==> src/rtl/lab1_qsys_onchip_memory_arbiter.sv <==
// Two-master Avalon-MM arbiter in front of a single-port on-chip RAM with
// read latency 1. Round-robin grant, per-master waitrequest, pipelined
// readdatavalid and out-of-range protection with a sticky error flag.
//
// Handshake: a master presents read or write with address/data and holds
// them stable while its waitrequest is high; the transfer is accepted in the
// cycle waitrequest is low. Read data for an accepted read is returned on the
// shared readdata bus with that master's readdatavalid high for exactly one
// cycle, in the cycle after acceptance.
module lab1_qsys_onchip_memory_arbiter #(
  parameter int                ADDR_W   = 14,
  parameter int                DATA_W   = 32,
  parameter int unsigned       DEPTH    = 10000,
  parameter logic [DATA_W-1:0] OOR_DATA = '0
) (
  input  logic                  clk,
  input  logic                  reset_n,
  input  logic [ADDR_W-1:0]     m0_address,
  input  logic                  m0_read,
  input  logic                  m0_write,
  input  logic [DATA_W-1:0]     m0_writedata,
  input  logic [DATA_W/8-1:0]   m0_byteenable,
  output logic                  m0_waitrequest,
  output logic [DATA_W-1:0]     m0_readdata,
  output logic                  m0_readdatavalid,
  input  logic [ADDR_W-1:0]     m1_address,
  input  logic                  m1_read,
  input  logic                  m1_write,
  input  logic [DATA_W-1:0]     m1_writedata,
  input  logic [DATA_W/8-1:0]   m1_byteenable,
  output logic                  m1_waitrequest,
  output logic [DATA_W-1:0]     m1_readdata,
  output logic                  m1_readdatavalid,
  output logic [ADDR_W-1:0]     mem_address,
  output logic                  mem_chipselect,
  output logic                  mem_write,
  output logic [DATA_W-1:0]     mem_writedata,
  output logic [DATA_W/8-1:0]   mem_byteenable,
  output logic                  mem_clken,
  input  logic [DATA_W-1:0]     mem_readdata,
  output logic                  oor_error
);

  logic              ready;
  logic              last_grant;
  logic              rd_pending;
  logic              rd_owner;
  logic              rd_oor;

  logic              req0;
  logic              req1;
  logic              grant_valid;
  logic              grant;
  logic [ADDR_W-1:0] win_address;
  logic              win_write;
  logic              win_read;
  logic              win_oor;

  // A simultaneous read+write from one master is treated as a write.
  assign req0 = m0_read | m0_write;
  assign req1 = m1_read | m1_write;

  // Round-robin pick: on a tie the master that did not win last time goes.
  always_comb begin
    grant_valid = ready & (req0 | req1);
    if (req0 & req1) begin
      grant = ~last_grant;
    end else begin
      grant = req1;
    end
  end

  // Winner's request steers the RAM port; out-of-range addresses never select it.
  always_comb begin
    win_address = grant ? m1_address : m0_address;
    win_write   = grant ? m1_write : m0_write;
    win_read    = (grant ? m1_read : m0_read) & ~win_write;
    win_oor     = ({{(32-ADDR_W){1'b0}}, win_address} >= DEPTH);

    mem_address    = win_address;
    mem_writedata  = grant ? m1_writedata : m0_writedata;
    mem_byteenable = grant ? m1_byteenable : m0_byteenable;
    mem_chipselect = grant_valid & ~win_oor;
    mem_write      = grant_valid & win_write;
    mem_clken      = ready;
  end

  assign m0_waitrequest = ~(grant_valid & ~grant);
  assign m1_waitrequest = ~(grant_valid & grant);

  // Read return path: RAM data arrives one cycle after the granted read.
  assign m0_readdata      = rd_oor ? OOR_DATA : mem_readdata;
  assign m1_readdata      = m0_readdata;
  assign m0_readdatavalid = rd_pending & ~rd_owner;
  assign m1_readdatavalid = rd_pending & rd_owner;

  // Ready comes up one edge after reset release; no grant before that.
  always_ff @(posedge clk or negedge reset_n) begin
    if (!reset_n) begin
      ready <= 1'b0;
    end else begin
      ready <= 1'b1;
    end
  end

  // Remember the last winner for the round-robin tie break.
  always_ff @(posedge clk or negedge reset_n) begin
    if (!reset_n) begin
      last_grant <= 1'b1;
    end else if (grant_valid) begin
      last_grant <= grant;
    end
  end

  // Track the single outstanding read; reset discards it.
  always_ff @(posedge clk or negedge reset_n) begin
    if (!reset_n) begin
      rd_pending <= 1'b0;
      rd_owner   <= 1'b0;
      rd_oor     <= 1'b0;
    end else begin
      rd_pending <= grant_valid & win_read;
      if (grant_valid & win_read) begin
        rd_owner <= grant;
        rd_oor   <= win_oor;
      end
    end
  end

  // Sticky flag for any accepted out-of-range access.
  always_ff @(posedge clk or negedge reset_n) begin
    if (!reset_n) begin
      oor_error <= 1'b0;
    end else if (grant_valid & win_oor) begin
      oor_error <= 1'b1;
    end
  end

endmodule

==> config.mk <==
export PLATFORM = sky130hd
export DESIGN_NAME = lab1_qsys_onchip_memory_arbiter
export DESIGN_NICKNAME = d
export VERILOG_FILES = /design/src/rtl/lab1_qsys_onchip_memory_arbiter.sv
export SDC_FILE = /design/constraint.sdc
export NUM_CORES = 1
export LEC_CHECK = 0
export CAP_MARGIN = 5
export CORE_AREA = 2 2 102 104
export CTS_BUF_LIST = sky130_fd_sc_hd__clkbuf_16
export CTS_CLUSTER_SIZE = 24
export DETAILED_ROUTE_END_ITERATION = 7
export DIE_AREA = 0 0 104 106
export PLACE_DENSITY = 0.6
export SLEW_MARGIN = 20
export SYNTH_ARGS = -nofsm -noshare
export SYNTH_HDL_FRONTEND = slang
export SYNTH_SLANG_ARGS = --single-unit
==> constraint.sdc <==
create_clock -name clk -period 2.1 [get_ports clk]
set_input_delay 0.525 -clock clk [delete_from_list [all_inputs] [get_ports clk]]
set_output_delay 0.525 -clock clk [all_outputs]
set_load 0.02 [all_outputs]
# Word-level counts from Yosys, hierarchy flattened
# Cells that the tools add are included.
# word_totals
regBits,6
latch_bits,0
ramBits,0
romBits,0
in_bits,138
output_inout_bits,122
word_cells,35
memories,0
# op_classes
addsub,0
n_mul,0
div,0
magnitude_cmp,1
eq_ne,0
n_shift,0
n_mux,7
bitwise,21
n_reduce_logical,0
# ops
op,count
$mux W32,2
$ge A14 B14 Y1 const B,1
$mux W14,1
$and A1 B1 Y1,11
$not A1 Y1,7
$mux W4,1
$mux W1,3
$or A1 B1 Y1,3

# Depth between registers and ports, before layout
# depth
depth_word,7
mapped_depth,6

# Least setup slack after synthesis
# OpenSTA, ideal clock, no wires.
# synth_path
path_type,input to output
startpoint,in m1_write
endpoint,out mem_chipselect
arrival_time_ns,1.567
required_ns,1.575
setup_slack_ns,0.008
stages,5
path_buffers,1
path_cell_list,or2_4 and2_4 buf_6 a32o_1 nor2_1
# synth_between
elab_chain_len,7
word_cells_on_any_way,9
cone_classes,1 x order compare; 2 x mux; 6 x bitwise
# synth_lines
item,line,source
from (decl),28,"input logic m1_write,"
$or A1 B1 Y1 (*),61,assign req1 = m1_read | m1_write;
$and A1 B1 Y1,66,if (req0 & req1) begin
$mux W1,66,
$mux W14,75,win_address = grant ? m1_address : m0_address;
$ge A14 B14 Y1,78,"win_oor = ({{(32-ADDR_W){1'b0}}, win_address} >= DEPTH);"
$not A1 Y1,83,mem_chipselect = grant_valid & ~win_oor;
$and A1 B1 Y1 (*),83,
to (decl),35,"output logic mem_chipselect,"
# Mark *: on every way between the ends. The rest lies on a longest branch, timed or not.

# Final worst setup path
# layout_path
startpoint,in m1_write
endpoint,out mem_writedata[4]
# layout_between
elab_chain_len,4
# layout_lines
item,line,source
$or A1 B1 Y1 (*),61,
$and A1 B1 Y1,66,
$mux W1 (*),66,
$mux W32 (*),81,mem_writedata = grant ? m1_writedata : m0_writedata;
to (decl),37,"output logic [DATA_W-1:0] mem_writedata,"
# Marked as above.

==> reports/metrics.cfg <==
[pwr]
vdd_drop_max_v = 0.000313
power_mw = 2.92
p_leak_nw = 2.68
power.density_nw_per_um2 = 563

[setup_path]
slowest_stage = or2_4
crit_cells = 9
worstPathCellList = buf_6 -> or2_4 -> and2_4 -> buf_6 -> buf_12 -> buf_16 -> nand2_2 -> nand2_2 -> buf_6
critPathMostFrequentCell = buf_6
crit_buf_inv = 5
startpoint = m1_write
startpoint_type = input port
path_max_fanout = 6
critPathCapture = mem_writedata[4]
r2r_end = rd_oor
cp_top_family = buffers and inverters
worstSetupPathType = in -> out
rrSetupSlack_ns = 0.29
reg2reg_depth = 7
critical_path_arrival_ns = 1.71
crit_required_ns = 1.57
end_kind = primary output
reg2reg_from = last_grant
cpPeakStageDelay_ns = 0.25

[drt]
wl_per_cell_um = 15.0
ant_nets = 0
drt-total-wl_mm = 9.94
vias = 2711
via_per_inst = 4.10
firstDrtPassIters = 4
drcViolationCount = 0
drtIter0Drc = 46

[logic_synthesis]
synthDistinctLibCells = 29
seq_area_frac_synth = 0.106
synth.area.mux_share = 0.0158
synth_compound_area_frac = 0.0657
post_synth.cell_area_avg_um2 = 5.33
synth_seq_cells = 6
synth_area_um2 = 1430
synth.net_count = 406
synthAdderAreaFrac = 0
yosys.area_share.xor_xnor = 0
synthCells = 268
synth_top_family_by_area = simple AND/OR/NAND/NOR gates
yosysTopAreaCell = nand2_1
synthTopCellsByArea = nand2_1 40%, buf_4 17%, nor2b_1 14%
synthSimpleGateAreaFrac = 0.594
yosysWarnings = 0
netlist.area_leader.share = 0.397

[placement]
place_congestion = 0.770
numPortBuffers = 259
place_hpwl_mm = 6.70
place_area_um2 = 4040
post-place-cells = 632

[finish]
drive_gt1_frac = 0.411
fillCellCount = 990
multi_input_area_um2 = 1500
n_antenna_cell = 0
final_common_cell = clkdlybuf4s50_1
layout_common_cells = 123 x clkdlybuf4s50_1, 63 x dlygate4sd2_1, 55 x buf_6, 53 x nand2_1, 49 x nand2_4
final_util = 0.518
finalInstanceArea_um2 = 5180
nNetsFinal = 665
area_growth_pct = 262
register_area_um2 = 151
stdcell_count = 662

[timing]
finalHoldViolCount = 0
skew_ns = 0.00117
fin_crit_ns = 2.23
final_max_slew_viol_count = 0
worst_slack_ns = -0.134
post-route-period-util = 1.06
max_freq_mhz = 448
rsz0062_at_grt = yes
setup_viol = 52

[floorplanning]
coreArea_um2 = 10000
start_util = 0.143
ios = 260
die-width_um = 104
dieHeight_um = 106
num_rows = 37
dieArea_um2 = 11000

[clock_tree]
cts_sinks = 6
cts_max_path_buffers = 2
clkSlewWorstSetupHoldPaths_ns = 0.03
cts-buffers-inserted = 3
cts_root_buf = clkbuf_16
clock_latency_ns = 0.23
cts_tree = yes
htree_levels = 1

[worst_hold_path]
hp-class = reg -> reg

[global_route]
grt_use_total = 0.164
grt_pass1_wl_mm = 14.5
first_global_vias = 2878
overflow = 0
grt_max_degree = 34
antenna_found_initial = 0

[status]
violations = negative setup slack
outcome = finished with violations

[job]
max_cap_viol_count = 0

cell usage after synthesis, drive strengths merged:
cell / instances
a21bo: 1
a21boi: 1
a21o: 2
a21oi: 2
a32o: 1
and2: 2
buf: 36
clkbuf: 10
conb: 1
dfrtp: 5
dfstp: 1
inv: 2
mux2: 2
nand2: 151
nand2b: 1
nand3: 2
nor2: 4
nor2b: 33
nor3b: 1
nor4: 2
o21ai: 5
o31a: 1
o31ai: 1
or2: 1
flip-flops by register name, summed over array words and instances (netlist names):
signal and flops:
last_grant 1, mem_clken 1, oor_error 1, rd_oor 1, rd_owner 1, rd_pending 1
metrics by stage:
step,setup TNS [ns],worst slack [ns],hold slack (ns)
final,-4.72,-0.134,0.462
after global routing,-6.33,-0.161,0.489
after CTS,-5.14,-0.241,0.461
after detailed placement,-56.26,-0.872,0.453
after global placement,-55.49,-0.849,0.444
after floorplan,0,0.00802,0.229
layer usage:
layer | wire length [µm] | global-route usage
met5 | 0 | 0
met4 | 110 | 0.0357
met3 | 883 | 0.0521
met1 | 3120 | 0.150
met2 | 5830 | 0.345
power by group:
group | internal [mW] | switching [mW] | leakage [nW]
registers | 0.136 | 0.0161 | 0.0683
logic | 1.22 | 1.23 | 2.57
clock network | 0.247 | 0.0638 | 0.0423
layout make-up:
type / count / share of cell area
Clock buffer: 3 / 0.0145
Sequential cell: 6 / 0.0292
Inverter: 2 / 0.00145
Tap cell: 136 / 0.0329
Multi-Input combinational cell: 214 / 0.289
Clock inverter: 1 / 0.000725
Timing Repair Buffer: 300 / 0.632
worst min-delay path by stage:
stage,start,endpoint,cells after the start
after floorplan,reset_n,mem_clken,0
after detailed placement,oor_error,oor_error,1
after CTS,oor_error,oor_error,1
after global placement,oor_error,oor_error,1
after global routing,oor_error,oor_error,1
final,oor_error,oor_error,1
repair_timing:
action / CTS / global route
pin swaps: 81 / 50
gates resized for setup: 548 / 52
cloned: 11 / 2
hold buffers: 0 / 0
setup buffers: 13 / 1
endpoints found under the hold margin: 0 / 0
endpoints found under the setup margin: 118 / 55
logic make-up (layout without fill, tap and decap cells):
logic type	after synthesis	in the layout
compound gates	14	14
buf+inv	48	306
flops	6	6
mux	2	2
other cells	1	1
simple gates	197	197
(Power assumes the default switching activity.)
